$ cat src/rtl/behav_seq_pkg.sv
// Shared types for the behav_seq_ctrl vector sequencer: FSM states and the
// packed table entry layout {a, b, c, exp_y}.
package behav_seq_pkg;

  localparam int VEC_W = 4;
  localparam int CNT_W = 4;  // wide enough for SETTLE_CYC up to 15

  typedef enum logic [2:0] {
    IDLE,
    APPLY,
    SETTLE,
    CHECK,
    DONE
  } state_t;

  typedef struct packed {
    logic a;
    logic b;
    logic c;
    logic exp_y;
  } vec_t;

endpackage

$ cat src/rtl/behav_vec_ram.sv
// DEPTH x 4 vector table: one synchronous write port, one combinational read port.
module behav_vec_ram
  import behav_seq_pkg::*;
#(
  parameter int DEPTH = 8,
  parameter int IDX_W = $clog2(DEPTH)
) (
  input  logic             clk,
  input  logic             we,
  input  logic [IDX_W-1:0] waddr,
  input  vec_t             wdata,
  input  logic [IDX_W-1:0] raddr,
  output vec_t             rdata
);

  vec_t mem [DEPTH];

  // NOTE: storage is deliberately not reset; entries are undefined until
  // written, and leaving reset off keeps this a plain register file.
  always_ff @(posedge clk) begin
    if (we) mem[waddr] <= wdata;
  end

  assign rdata = mem[raddr];

endmodule

$ cat src/rtl/behav_seq_ctrl.sv
// Vector sequencer: applies table entries to a/b/c, waits SETTLE_CYC cycles,
// samples y against the expected bit and reports pass/err_cnt/first_fail.
module behav_seq_ctrl
  import behav_seq_pkg::*;
#(
  parameter int DEPTH      = 8,
  parameter int SETTLE_CYC = 2,
  parameter int IDX_W      = $clog2(DEPTH)
) (
  input  logic             clk,
  input  logic             reset,
  input  logic             wr_en,
  input  logic [IDX_W-1:0] wr_addr,
  input  logic [VEC_W-1:0] wr_vec,
  input  logic [IDX_W:0]   num_vecs,
  input  logic             start,
  output logic             a,
  output logic             b,
  output logic             c,
  input  logic             y,
  output logic             busy,
  output logic             done,
  output logic             pass,
  output logic [IDX_W:0]   err_cnt,
  output logic [IDX_W-1:0] first_fail
);

  localparam logic [IDX_W:0]   DEPTH_V  = (IDX_W+1)'(DEPTH);
  localparam logic [CNT_W-1:0] SETTLE_V = CNT_W'(SETTLE_CYC - 1);

  state_t           state_q, state_n;
  logic [IDX_W-1:0] idx_q, idx_n;
  logic [IDX_W:0]   nv_q, nv_n;
  logic [CNT_W-1:0] cnt_q, cnt_n;
  logic             a_q, a_n, b_q, b_n, c_q, c_n;
  logic             busy_q, busy_n, done_q, done_n, pass_q, pass_n;
  logic [IDX_W:0]   err_q, err_n;
  logic [IDX_W-1:0] ff_q, ff_n;

  vec_t             rd_vec;
  logic             idle_like;
  logic             mismatch;
  logic             last_vec;
  logic [IDX_W:0]   nv_clamp;

  assign idle_like = (state_q == IDLE) || (state_q == DONE);

  behav_vec_ram #(
    .DEPTH (DEPTH),
    .IDX_W (IDX_W)
  ) u_ram (
    .clk   (clk),
    .we    (wr_en && idle_like),
    .waddr (wr_addr),
    .wdata (vec_t'(wr_vec)),
    .raddr (idx_q),
    .rdata (rd_vec)
  );

  assign nv_clamp = (num_vecs > DEPTH_V) ? DEPTH_V : num_vecs;
  assign last_vec = (({1'b0, idx_q} + (IDX_W+1)'(1)) == nv_q);

  // An X/Z on y fails the equality test and falls through to a mismatch.
  always_comb begin
    mismatch = 1'b1;
    if (y == rd_vec.exp_y) mismatch = 1'b0;
  end

  // NOTE: every next-state variable gets its hold value first, so no path
  // through the case statement can leave one unassigned and infer a latch.
  always_comb begin
    state_n = state_q;
    idx_n   = idx_q;
    nv_n    = nv_q;
    cnt_n   = cnt_q;
    a_n     = a_q;
    b_n     = b_q;
    c_n     = c_q;
    busy_n  = busy_q;
    done_n  = 1'b0;
    pass_n  = pass_q;
    err_n   = err_q;
    ff_n    = ff_q;

    case (state_q)
      IDLE, DONE: begin
        if (start) begin
          nv_n   = nv_clamp;
          idx_n  = '0;
          err_n  = '0;
          ff_n   = '0;
          pass_n = 1'b0;
          if (nv_clamp == '0) begin
            state_n = DONE;
            done_n  = 1'b1;
            pass_n  = 1'b1;
          end else begin
            state_n = APPLY;
            busy_n  = 1'b1;
          end
        end
      end
      APPLY: begin
        a_n     = rd_vec.a;
        b_n     = rd_vec.b;
        c_n     = rd_vec.c;
        cnt_n   = SETTLE_V;
        state_n = SETTLE;
      end
      SETTLE: begin
        if (cnt_q == '0) state_n = CHECK;
        else             cnt_n   = cnt_q - CNT_W'(1);
      end
      CHECK: begin
        if (mismatch) begin
          if (err_q == '0)     ff_n  = idx_q;
          if (err_q != DEPTH_V) err_n = err_q + (IDX_W+1)'(1);
        end
        if (last_vec) begin
          state_n = DONE;
          busy_n  = 1'b0;
          done_n  = 1'b1;
          pass_n  = (err_n == '0);
          a_n     = 1'b0;
          b_n     = 1'b0;
          c_n     = 1'b0;
        end else begin
          idx_n   = idx_q + IDX_W'(1);
          state_n = APPLY;
        end
      end
      default: state_n = IDLE;
    endcase
  end

  always_ff @(posedge clk) begin
    if (reset) begin
      state_q <= IDLE;
      idx_q   <= '0;
      nv_q    <= '0;
      cnt_q   <= '0;
      a_q     <= 1'b0;
      b_q     <= 1'b0;
      c_q     <= 1'b0;
      busy_q  <= 1'b0;
      done_q  <= 1'b0;
      pass_q  <= 1'b0;
      err_q   <= '0;
      ff_q    <= '0;
    end else begin
      state_q <= state_n;
      idx_q   <= idx_n;
      nv_q    <= nv_n;
      cnt_q   <= cnt_n;
      a_q     <= a_n;
      b_q     <= b_n;
      c_q     <= c_n;
      busy_q  <= busy_n;
      done_q  <= done_n;
      pass_q  <= pass_n;
      err_q   <= err_n;
      ff_q    <= ff_n;
    end
  end

  assign a          = a_q;
  assign b          = b_q;
  assign c          = c_q;
  assign busy       = busy_q;
  assign done       = done_q;
  assign pass       = pass_q;
  assign err_cnt    = err_q;
  assign first_fail = ff_q;

endmodule

$ cat config.mk
export PLATFORM = sky130hd
export DESIGN_NAME = behav_seq_ctrl
export DESIGN_NICKNAME = d
export VERILOG_FILES = /design/src/rtl/behav_seq_pkg.sv /design/src/rtl/behav_vec_ram.sv /design/src/rtl/behav_seq_ctrl.sv
export SDC_FILE = /design/constraint.sdc
export NUM_CORES = 1
export LEC_CHECK = 0
export BUFFER_PORTS_ARGS = -buffer_cell sky130_fd_sc_hd__buf_2
export CORE_MARGIN = 3
export CORE_UTILIZATION = 59
export CTS_BUF_LIST = sky130_fd_sc_hd__clkbuf_4 sky130_fd_sc_hd__clkbuf_8
export DETAILED_ROUTE_END_ITERATION = 16
export PLACE_DENSITY_LB_ADDON = 0.1
export SYNTH_ARGS = -nofsm -noshare
export SYNTH_HDL_FRONTEND = slang
export SYNTH_SLANG_ARGS = --single-unit
$ cat constraint.sdc
create_clock -name clk -period 2.95 [get_ports clk]
set_input_delay 0 -clock clk [delete_from_list [all_inputs] [get_ports clk]]
set_output_delay 0 -clock clk [all_outputs]
set_load 0.005 [all_outputs]
# [After elaboration in Yosys (flattened, before gate mapping)]
# Memories as Yosys holds them, arrays and structs flattened. A register that Yosys moved wholly into a read port is not among the register bits.
# Index checks and enable logic that the tools add are counted.
# W data, S select, Z words.
[classes] n_mux=37 add_sub_neg=4 order_cmp=1 n_div=0 n_reduce_logical=20 bitwise_logic=0 n_eq_ne=15 multipliers=0 shift=0
[op_table] cell="$mux W3" count=10
[op_table] cell="$mux W4" count=6
[op_table] cell="$logic_not A4 Y1" count=4
[op_table] cell="$ne A2 B2 Y1 const B" count=8
[op_table] cell="$pmux W4 S2" count=2
[op_table] cell="$pmux W1 S2" count=6
[op_table] cell="$pmux W3 S2" count=2
[op_table] cell="$pmux W3 S4" count=1
[op_table] cell="$mux W1" count=10
[op_table] cell="$reduce_and A2 Y1" count=5
[op_table] cell="$reduce_and A4 Y1" count=2
[op_table] cell="$eq A3 B2 Y1 const B" count=2
[op_table] cell="$reduce_and A3 Y1" count=2
[op_table] cell="$reduce_bool A2 Y1" count=3
[op_table] cell="$add A3 B1 Y4 const B" count=1
[op_table] cell="$add A4 B1 Y4 const B" count=1
[op_table] cell="$eq A4 B4 Y1" count=1
[op_table] cell="$gt A4 B4 Y1 const B" count=1
[op_table] cell="$ne A4 B4 Y1 const B" count=1
[op_table] cell="$sub A4 B1 Y4 const B" count=1
[op_table] cell="$add A3 B1 Y3 const B" count=1
[op_table] cell="$eq A3 B1 Y1 const B" count=1
[op_table] cell="$eq A3 B3 Y1 const B" count=1
[op_table] cell="$logic_not A3 Y1" count=1
[op_table] cell="4 further kinds" count=4
[totals] ram_bits=32 mem_bits_ro=0 latchBits=0 regBits=27 wordCells=90 in_bits=16 memories=1
[mem_list] name="u_ram.mem" words=8 width=4 read_ports=1 rd_ports_with_merged_regs=1 wr=1 line_no="behav_vec_ram.sv:16" rtl="vec_t mem [DEPTH];"

# [Logic depth before layout (Yosys ltp)]
# Gate-level depths: netlist of the first run.
[depth] ltp_word=7 ltp_mapped=8 depth_no_buf=8

# [Modules after synthesis]
# A second synthesis of the first run with hierarchy kept.
[unflattened] cells_unflattened=221 area_unflattened_um2=2698.8
[modules_own_cells] module="behav_seq_ctrl" n_inst=1 area_each_um2=1408.9 cells_each=162 seq_area_each_um2=540.5
[modules_own_cells] module="behav_vec_ram" n_inst=1 area_each_um2=1290.0 cells_each=59 seq_area_each_um2=960.9

# [Least setup slack after synthesis of the first run]
# No wires, ideal clock.
[synth_timing] path_type="reg-to-reg" start="register (tool-made name)" end="register err_q[3], in the netlist err_cnt[3]" stages_incl_launch_ff=9 period_less_slack_ns=1.777 t_arrival_ns=1.689 setup_slack_ns=1.173 n_path_buf=1 setup_time_ns=0.088 path_cell_list="dfxtp_1 -> buf_6 -> mux2i_1 -> nand3b_1 -> nand4_2 -> xor2_1 -> or3_1 -> o21ba_1 -> a311oi_2"
[synth_lines] item="to (signal assigned)" line_no="behav_seq_ctrl.sv:161" rtl="err_q <= err_n;"
[synth_lines] item="to (decl)" line_no="behav_seq_ctrl.sv:37" rtl="logic [IDX_W:0] err_q, err_n;"

==> qor.txt, run 1 <==
status - finished, final reports clean
htree depth - 3
Nets - 292
placed insts - 305
synth unique cells - 39
Leak - 1.14 nW
final worst slack - 579 ps
CTS buffer count - 9
Crit Path Class - flip-flop to flip-flop
clock buffer depth - 2
largest area contributor in the synthesized netlist - edfxtp_1
initial antenna violation count - 0
Setup crit start kind - flip-flop
sequential-to-total area share from yosys stat - 0.577
proportion of layout cells with a drive suffix above 1 - 0.185
clock skew - 6.35 ps
half-perimeter wire length after placement - 3440 µm
Post-synth EDFFs - 32
postcts setup bufs - 0
Area Growth Syn to Fin - 16.6%
Finished Core Util - 0.719
fin. max-slew vios - 0
DR WL/cell - 15.4 µm
routed vias - 1841
Via density - 5.61
synth top area cells - edfxtp_1, dfxtp_1, nor2_1, mux2i_1, mux4_2
first drt pass iteration count - 7
final setup fails - 0
final antenna-violating net count - 0
Sink Count - 62
worst rel slew slack - 0.557
Arr. time, crit path - 2600 ps
grt ovf - 0
vias in the first global route - 1713
Rows - 24
Resized cells post-CTS - 0
initial drt markers - 135
Filler cells - 320
Async SR Flop Fraction - 0
buffers added on ports - 28
Post-Syn Area - 2710 µm²
final hold violations - 0
first-pass GRT wire length - 8150 µm
Crit Path Max Fanout - 10
latest clock arrival within the worst-skew pair - 330 ps
area of the multi-input gates - 1070 µm²
WL final - 5050 µm
Ant. Diodes - 0
FF+latch count, synth - 62
Starting Density - 0.617
post-synth top area share - 0.355
Net Count, Synth - 254
Post-Synthesis Cells - 233
Residual DRC - 0
Tmin final - 2370 ps
worst slack, placed - 736 ps
pin count of the biggest net entering global routing - 28
CORE AREA - 4380 µm²
clock-pin slew on the worst setup and hold paths - 70 ps
Critical Path RT - 3180 ps
# hold bufs at CTS - 7
Post-synth top flop - edfxtp_1
gpl congestion - 0.884
CTS tree - built
crit end category - flip-flop
min-delay worst type - input pin to flip-flop
Total Routing Usage GR - 0.207
IO Pins - 29
Ys Warns - 0
Slew @ Worst Pin - 660 ps
max-cap viol count - 0
Die H - 73.7 µm
Die ar. - 5440 µm²
RSZ-0062 raised after global routing - no
clock tree root driver cell - clkbuf_8
final non-filler cell total - 328
setup_tns - 0 ps
Worst IR Drop VDD - 0.457 mV
synthesized area per cell - 11.6 µm²
Tcrit/Tclk final - 0.804
P per Cell Area - 730 nW/µm²
Sequential cell area - 1560 µm²
fmax - 422 MHz
die width - 73.7 µm
## cells in the mapped netlist (all sizes together), types with 5 or more instances
cell,count
xnor2,6
a31oi,8
a21oi,9
or3,5
nor2,31
mux4,6
inv,7
mux2i,9
xor2,5
ha,5
nand3b,7
nand2,18
nor3,8
dfxtp,30
edfxtp,32
clkbuf,6
## registers in the layout, indices dropped and copies added, names as in the netlist, named ones only
name,cells
a,1
b,1
busy,1
c,1
cnt_q,4
done,1
err_cnt,4
first_fail,3
idx_q,3
nv_q,4
pass,1
state_q,3
u_ram.mem,32
## critical path, stage by stage (launching register included)
cell      delay (ps)
dfxtp_1          680
mux2i_1          150
nand3b_1         120
nand4_2          140
xnor2_1          430
mux2i_1          290
nand4_1          150
a311oi_1         310
## cell type report
type | instances | share of cell area
well taps | 52 | 0.0206
flip-flops and latches | 62 | 0.495
clock inverters | 6 | 0.0242
repair buffers | 37 | 0.0714
clock buffers | 10 | 0.0417
inverters | 7 | 0.00833
multi-input cells | 154 | 0.339
## power by group
part | switching [mW] | internal [mW]
sequential | 0.0729 | 0.988
combinational | 0.274 | 0.188
clock | 0.304 | 0.475
total | 0.651 | 1.65
## per-stage QoR
stage	power, mW	hold slack [ps]	cell area, µm²
finish	2.30	89.1	3150
global placement	1.51	290	2880
floorplan	1.41	98.9	2710
detailed placement	1.52	287	2880
global route	2.42	85.6	3150
CTS	2.31	85.2	3150
## cell usage in the layout, fill, tap and decap left out, types with 2 or more instances in the layout
cell	count
dfxtp_1	30
clkinv_1	3
a32oi_1	2
nand2b_1	4
bufinv_16	2
nand2_1	18
a211oi_1	4
xor2_1	5
nor2_1	31
buf_2	28
a22oi_1	2
nand3_1	4
nand4_1	2
nand3b_1	7
buf_4	2
o21ai_0	4
edfxtp_1	32
inv_1	7
mux2i_1	9
a31oi_1	8
nor3b_1	3
mux4_2	4
dlygate4sd3_1	7
mux4_1	2
xnor2_1	6
nor3_1	8
or3_1	5
a21oi_1	9
clkbuf_8	9
a311oi_1	3
ha_1	5
## path summary, 6_finish.rpt
kind	slack [ps]	to	cells past startpoint	start
min	90	u_ram.mem[1][1]$_DFFE_PP_	2	wr_addr[2]
min reg2reg	490	nv_q[3]$_SDFFE_PP0P_	2	nv_q[3]$_SDFFE_PP0P_
max reg2reg	580	pass$_SDFFE_PP0P_	7	flip-flop
max	580	pass$_SDFFE_PP0P_	7	flip-flop
## per-layer routing
layer / vias to the layer above / GRT usage / share of wire
met3: 11 / 0.0834 / 0.055
met5: - / 0 / 0
li1: 935 / - / -
met2: 54 / 0.313 / 0.48
met4: 0 / 0.0885 / 0.025
met1: 841 / 0.263 / 0.44
## cell families (layout without fill, tap and decap cells)
kind of cell	Yosys count	in the layout	share of synthesized area
adders and majority gates	5	5	0.0231
DFF	62	62	0.577
and+or+nand+nor	88	88	0.162
xor gates and xnor gates	11	11	0.0356
muxes	15	15	0.0860
AOI/OAI and AO/OA	35	35	0.0878
buffers and inverters	17	60	0.0282
No activity file was read; power rests on OpenSTA's default activity.
==> run 2: changes to the inputs <==
ABC_AREA = 1   (was default)
clock period = 2.35 ns   (was 2.95 ns; I/O delays follow)
==> run 2 against run 1 <==
Effect of this change: critical path depth increased by 1; sequential share of layout area decreased by 1.8 points; clock skew decreased by 2.0 ps; highest routed layer unchanged; critical path type unchanged; critical endpoint is now nv_q[1]$_SDFFE_PP0P_; global-route usage increased by 2.8 points; final area increased by 3.8%; sequential power increased by 22%; largest cell class unchanged.
==> qor.txt, run 2 <==
Post-synth top flop - edfxtp_1
routed vias - 2206 (+20%)
Arr. time, crit path - 2220 ps (-380 ps)
Combinational Power Share - 0.224 (+0.023)
gpl congestion - 0.874 (-1.0%)
Area Growth Syn to Fin - 16.6% (about the same)
Die ar. - 5630 µm² (+3.5%)
Ant. Diodes - 0 (unchanged)
clock tree root driver cell - clkbuf_8
final worst slack - 393 ps (-186 ps)
Pwr Total - 2.76 mW (+20%)
post-synth top area share - 0.342 (-0.0130)
synth top area cells - edfxtp_1, dfxtp_1, nand2_1, nand3_1, nor2_1
clock buffer depth - 2 (unchanged)
hold depth - 2 (unchanged)
Crit Path Max Fanout - 9 (-1)
Crit Path Class - flip-flop to flip-flop
Clk pwr share - 0.308 (-0.030)
Async SR Flop Fraction - 0 (unchanged)
Biggest register - u_ram.mem
most common cell after layout, fill and taps aside - nand2_1
synth unique cells - 36 (-7.7%)
initial antenna violation count - 0 (unchanged)
Sequential Power Share - 0.468 (+0.007)
Starting Density - 0.628 (+0.0105)
max reg flops - 32 (unchanged)
initial drt markers - 165 (+22%)
clock-pin slew on the worst setup and hold paths - 60 ps (about the same)
first drt pass iteration count - 4 (-3)
max-cap viol count - 0 (unchanged)
Residual DRC - 0 (unchanged)
synthesized area per cell - 9.36 µm² (-19%)
worst rel slew slack - 0.671 (+0.114)
final setup fails - 0 (unchanged)
Total Routing Usage GR - 0.235 (+0.0280)
Slew @ Worst Pin - 492 ps (-168 ps)
Ys Warns - 0 (unchanged)
RSZ-0062 raised after global routing - no
Finished Core Util - 0.732 (+0.0126)
buffers added on ports - 28 (unchanged)
crit end category - flip-flop
final hold violations - 0 (unchanged)
Internal Power - 1.92 mW (+16%)
Setup crit start kind - flip-flop
setup_tns - 0 ps (unchanged)
commonest cells after routing, fill and taps aside - nand2_1, nor2_1, edfxtp_1
Filler cells - 328 (+2.5%)
largest area contributor in the synthesized netlist - edfxtp_1
Sink Count - 62 (unchanged)
Resized cells post-CTS - 0 (unchanged)
worst slack, placed - 580 ps (-157 ps)
FF+latch count, synth - 62 (unchanged)
Rows - 24 (unchanged)
clock skew - 4.37 ps (-1.98 ps)
fin. max-slew vios - 0 (unchanged)
htree depth - 3 (unchanged)
top post-synthesis cells by count - nand2_1, nor2_1, edfxtp_1
Net Count, Synth - 321 (+26%)
Tcrit/Tclk final - 0.833 (+0.0290)
Leak - 1.31 nW (+15%)
Post-synth EDFFs - 32 (unchanged)
IO Pins - 29 (unchanged)
Tmin final - 1960 ps (-414 ps)
CTS tree - built
DR WL/cell - 14.4 µm (-6.1%)
Die H - 75 µm (+1.7%)
half-perimeter wire length after placement - 4160 µm (+21%)
CTS buffer count - 9 (unchanged)
Sequential cell area - 1560 µm² (unchanged)
Switch Pwr - 0.842 mW (+29%)
pin count of the biggest net entering global routing - 22 (-21%)
P per Cell Area - 843 nW/µm² (+16%)
Net Sw Frac - 0.305 (+0.0219)
status - finished, final reports clean
Worst IR Drop VDD - 0.602 mV (+32%)
WL final - 5820 µm (+15%)
Nets - 367 (+26%)
fmax - 511 MHz (+21%)
latest clock arrival within the worst-skew pair - 340 ps (about the same)
grt ovf - 0 (unchanged)
Post-Synthesis Cells - 300 (+29%)
Via density - 5.47 (-2.5%)
min-delay worst type - input pin to flip-flop
most common cell in the netlist - nand2_1
CORE AREA - 4470 µm² (+2.1%)
final antenna-violating net count - 0 (unchanged)
die width - 75 µm (+1.7%)
proportion of layout cells with a drive suffix above 1 - 0.191 (+0.00610)
sequential-to-total area share from yosys stat - 0.556 (-0.0211)
Post-Syn Area - 2810 µm² (+3.8%)
area of the multi-input gates - 1080 µm² (+0.70%)
Worst R2R Path Depth - 8 (+1)
first-pass GRT wire length - 9480 µm (+16%)
vias in the first global route - 2102 (+23%)
Critical Path RT - 2620 ps (-560 ps)
[run 2: changes by cell type in the layout (fill, tap and decap cells not counted), moves of 9 or more]
cell / previous run / this run
nand3_1: 4 / 28
inv_1: 7 / 29
nand2_1: 18 / 39
o21ai_0: 4 / 19
a21oi_1: 9 / 22
mux2i_1: 9 / 0
[run 2: final timing paths]
check | start | to | slack [ps]
max | state_q[0]$_SDFFE_PP0P_ | nv_q[1]$_SDFFE_PP0P_ | 390
min | reset | err_cnt[0]$_SDFFE_PP0P_ | 80
max reg2reg | state_q[0]$_SDFFE_PP0P_ | nv_q[1]$_SDFFE_PP0P_ | 390
min reg2reg | first_fail[1]$_SDFFE_PP0P_ | first_fail[1]$_SDFFE_PP0P_ | 480
[run 2: cell families (layout without fill, tap and decap cells)]
kind of cell	Yosys count	in the layout	share of synthesized area
AND/OR/NAND/NOR	130	130	0.226
XOR/XNOR	7	7	0.0218
buffers and inverters	39	90	0.0610
flip-flops	62	62	0.556
adder cells (fa/ha/maj)	5	5	0.0223
AO/OA/AOI/OAI	57	57	0.113
[run 2: area by class of cell]
type                       count  area share
clock inverter                 7      0.0168
tap                           52      0.0199
multi-input combinational    199       0.328
clock buffer                   9      0.0378
inverter                      33      0.0393
timing repair buffer          41      0.0810
sequential                    62       0.477
[run 2: per-stage QoR]
stage,hold WS [ps],std cells,instance area (µm²)
after floorplan,98.9,300,2810
after global placement,259,376,2990
after detailed placement,273,376,2990
after CTS,57.6,403,3280
after global routing,85.0,403,3280
final,81.6,403,3280
[run 2: timing repair]
| item | CTS | global route |
|---|---|---|
| hold buffers | 11 | 0 |
| hold endpoints to repair | 38 | 0 |
| setup endpoints to repair | 0 | 0 |
| buffers inserted | 0 | 0 |
[run 2: metal layers]
metal	share of wire	track usage	wire [µm]
met5	0	0	0
met4	0.020	0.134	114
met3	0.052	0.0481	301
met2	0.49	0.365	2880
met1	0.43	0.307	2530
[run 2: power groups by stage]
stage,sequential [mW],combinational (mW),clock (mW)
floorplan,1.29,0.465,0
global placement,1.31,0.578,0
detailed placement,1.32,0.600,0
CTS,1.29,0.618,0.865
global route,1.30,0.702,0.915
finish,1.29,0.618,0.851
[run 2: worst max-delay path, cell delays in order, from the launching register on]
cell,delay (ps)
dfxtp_1,320
nor2_1,220
inv_2,100
nor2_2,150
inv_2,120
nor2_1,220
nand2_1,70
dlygate4sd3_1,560
a21oi_1,130
==> run 3: changes to the inputs <==
clock period = 1.95 ns   (was 2.35 ns; I/O delays follow)
==> run 3 against run 2 <==
Effect of this change: via count down 0.54%; clock skew up 3.1 ps; clock power increased by 23%; count of clock-buffer cells in the layout rose by 1; die area did not move; power rose by 21%; sequential share of layout area barely moved; routed wire length down 2.7%; core utilization about the same; non-clock buffer count unchanged; sequential cell count unchanged; hold slack better by 11 ps; critical endpoint is now idx_q[0]$_SDFFE_PP0P_; largest cell class unchanged.
==> qor.txt, run 3 (same netlist as run 2, synthesis figures left out) <==
Die ar. - 5630 µm² (unchanged)
first-pass GRT wire length - 9080 µm (-4.2%)
Placed Area - 3000 µm² (+0.50%)
CTS buffer count - 9 (unchanged)
routed vias - 2194 (-0.54%)
most common cell after layout, fill and taps aside - nand2_1
setup_tns - 0 ps (unchanged)
final hold violations - 0 (unchanged)
clock-pin slew on the worst setup and hold paths - 70 ps (about the same)
Via density - 5.44 (-0.54%)
RSZ-0062 raised after global routing - no
Worst IR Drop VDD - 0.842 mV (+40%)
Ant. Diodes - 0 (unchanged)
final non-filler cell total - 403 (unchanged)
post-route cell area - 3280 µm² (about the same)
vias in the first global route - 2003 (-4.7%)
Biggest register - u_ram.mem
crit end category - flip-flop
gpl congestion - 0.888 (+1.6%)
IO Pins - 29 (unchanged)
fmax - 575 MHz (+12%)
CORE AREA - 4470 µm² (unchanged)
Sink Count - 62 (unchanged)
Total Routing Usage GR - 0.220 (-0.0149)
clock skew - 7.46 ps (+3.09 ps)
CTS tree - built
hold slack final - 92.2 ps (+10.5 ps)
Residual DRC - 0 (unchanged)
Tmin final - 1740 ps (-217 ps)
Nets - 367 (unchanged)
Tcrit/Tclk final - 0.892 (+0.0595)
max-cap viol count - 0 (unchanged)
commonest cells after routing, fill and taps aside - nand2_1, nor2_1, edfxtp_1
min-delay worst type - input pin to flip-flop
Starting Density - 0.628 (unchanged)
status - finished, final reports clean
Leak - 1.33 nW (+0.98%)
P per Cell Area - 1020 nW/µm² (+21%)
Arr. time, crit path - 1980 ps (-240 ps)
max reg flops - 32 (unchanged)
initial drt markers - 180 (+9.1%)
Pwr Total - 3.34 mW (+21%)
pin count of the biggest net entering global routing - 22 (unchanged)
buffers added on ports - 28 (unchanged)
first drt pass iteration count - 4 (unchanged)
worst rel slew slack - 0.697 (+0.0261)
grt ovf - 0 (unchanged)
Crit Path Class - flip-flop to flip-flop
Crit Path Max Fanout - 8 (-1)
Rows - 24 (unchanged)
clock buffer depth - 2 (unchanged)
htree depth - 3 (unchanged)
Finished Core Util - 0.732 (about the same)
die width - 75 µm (unchanged)
Die H - 75 µm (unchanged)
fin. max-slew vios - 0 (unchanged)
initial antenna violation count - 0 (unchanged)
final antenna-violating net count - 0 (unchanged)
latest clock arrival within the worst-skew pair - 330 ps (about the same)
DR WL/cell - 14.1 µm (-2.7%)
worst slack, placed - 186 ps (-394 ps)
Area Growth Syn to Fin - 16.7% (about the same)
clock tree root driver cell - clkbuf_8
placed insts - 378 (+0.53%)
final worst slack - 210 ps (-183 ps)
Setup crit start kind - flip-flop
final setup fails - 0 (unchanged)
proportion of layout cells with a drive suffix above 1 - 0.205 (+0.0142)
WL final - 5660 µm (-2.7%)
Critical Path RT - 2190 ps (-430 ps)
Slew @ Worst Pin - 453 ps (-39.1 ps)
half-perimeter wire length after placement - 4060 µm (-2.4%)
[run 3: cell count changes in the layout (fill, tap and decap cells not counted)]
cell and delta:
clkbuf_4 +1, buf_4 +2, dfxtp_1 -1, dfxtp_2 +1, clkinv_2 +1, clkinv_1 -2
dlygate4sd3_1 -2
[run 3: path summary, 6_finish.rpt]
path / cells after the start / slack, ps / end / startpoint
setup / recovery: 9 / 210 / idx_q[0]$_SDFFE_PP0P_ / idx_q[1]$_SDFFE_PP0P_
hold / removal: 2 / 90 / nv_q[2]$_SDFFE_PP0P_ / reset
setup reg to reg: 9 / 210 / idx_q[0]$_SDFFE_PP0P_ / idx_q[1]$_SDFFE_PP0P_
hold reg to reg: 2 / 460 / busy$_SDFFE_PP0P_ / busy$_SDFFE_PP0P_
[run 3: repair_timing]
action                                  4_1_cts  5_1_grt
endpoints found under the hold margin        38        0
setup buffers                                 0        0
hold buffers                                  9        0
gates resized for setup                       0        1
endpoints found under the setup margin        0        2
[run 3: worst max-delay path, cell delays in order, from the launching register on]
cell and delay, ps:
dfxtp_2 370, ha_1 170, xor2_1 240, xnor2_1 160, nand3_2 140, nand2_2 120
nand3_4 130, nand2_2 110, o21ai_1 60, nor2_1 160
[run 3: final cells by class]
type | instances | area, µm²
fillers | 342 | 1200
clock buffers | 10 | 131
multi-input cells | 199 | 1080
well taps | 52 | 65.1
repair buffers | 41 | 260
flip-flops and latches | 62 | 1560
inverters | 33 | 129
clock inverters | 6 | 52.6
[run 3: power breakdown]
group          internal (mW)  leakage [nW]  total, mW  switching [mW]
combinational          0.270         0.693      0.752           0.482
sequential              1.48         0.534       1.55          0.0684
clock                  0.589        0.0983       1.05           0.457
total                   2.34          1.33       3.34            1.01
[run 3: layer usage]
metal	track usage	part of all wire
met4	0.0830	0.0076
met5	0	0
met1	0.310	0.48
met2	0.333	0.47
met3	0.0521	0.045
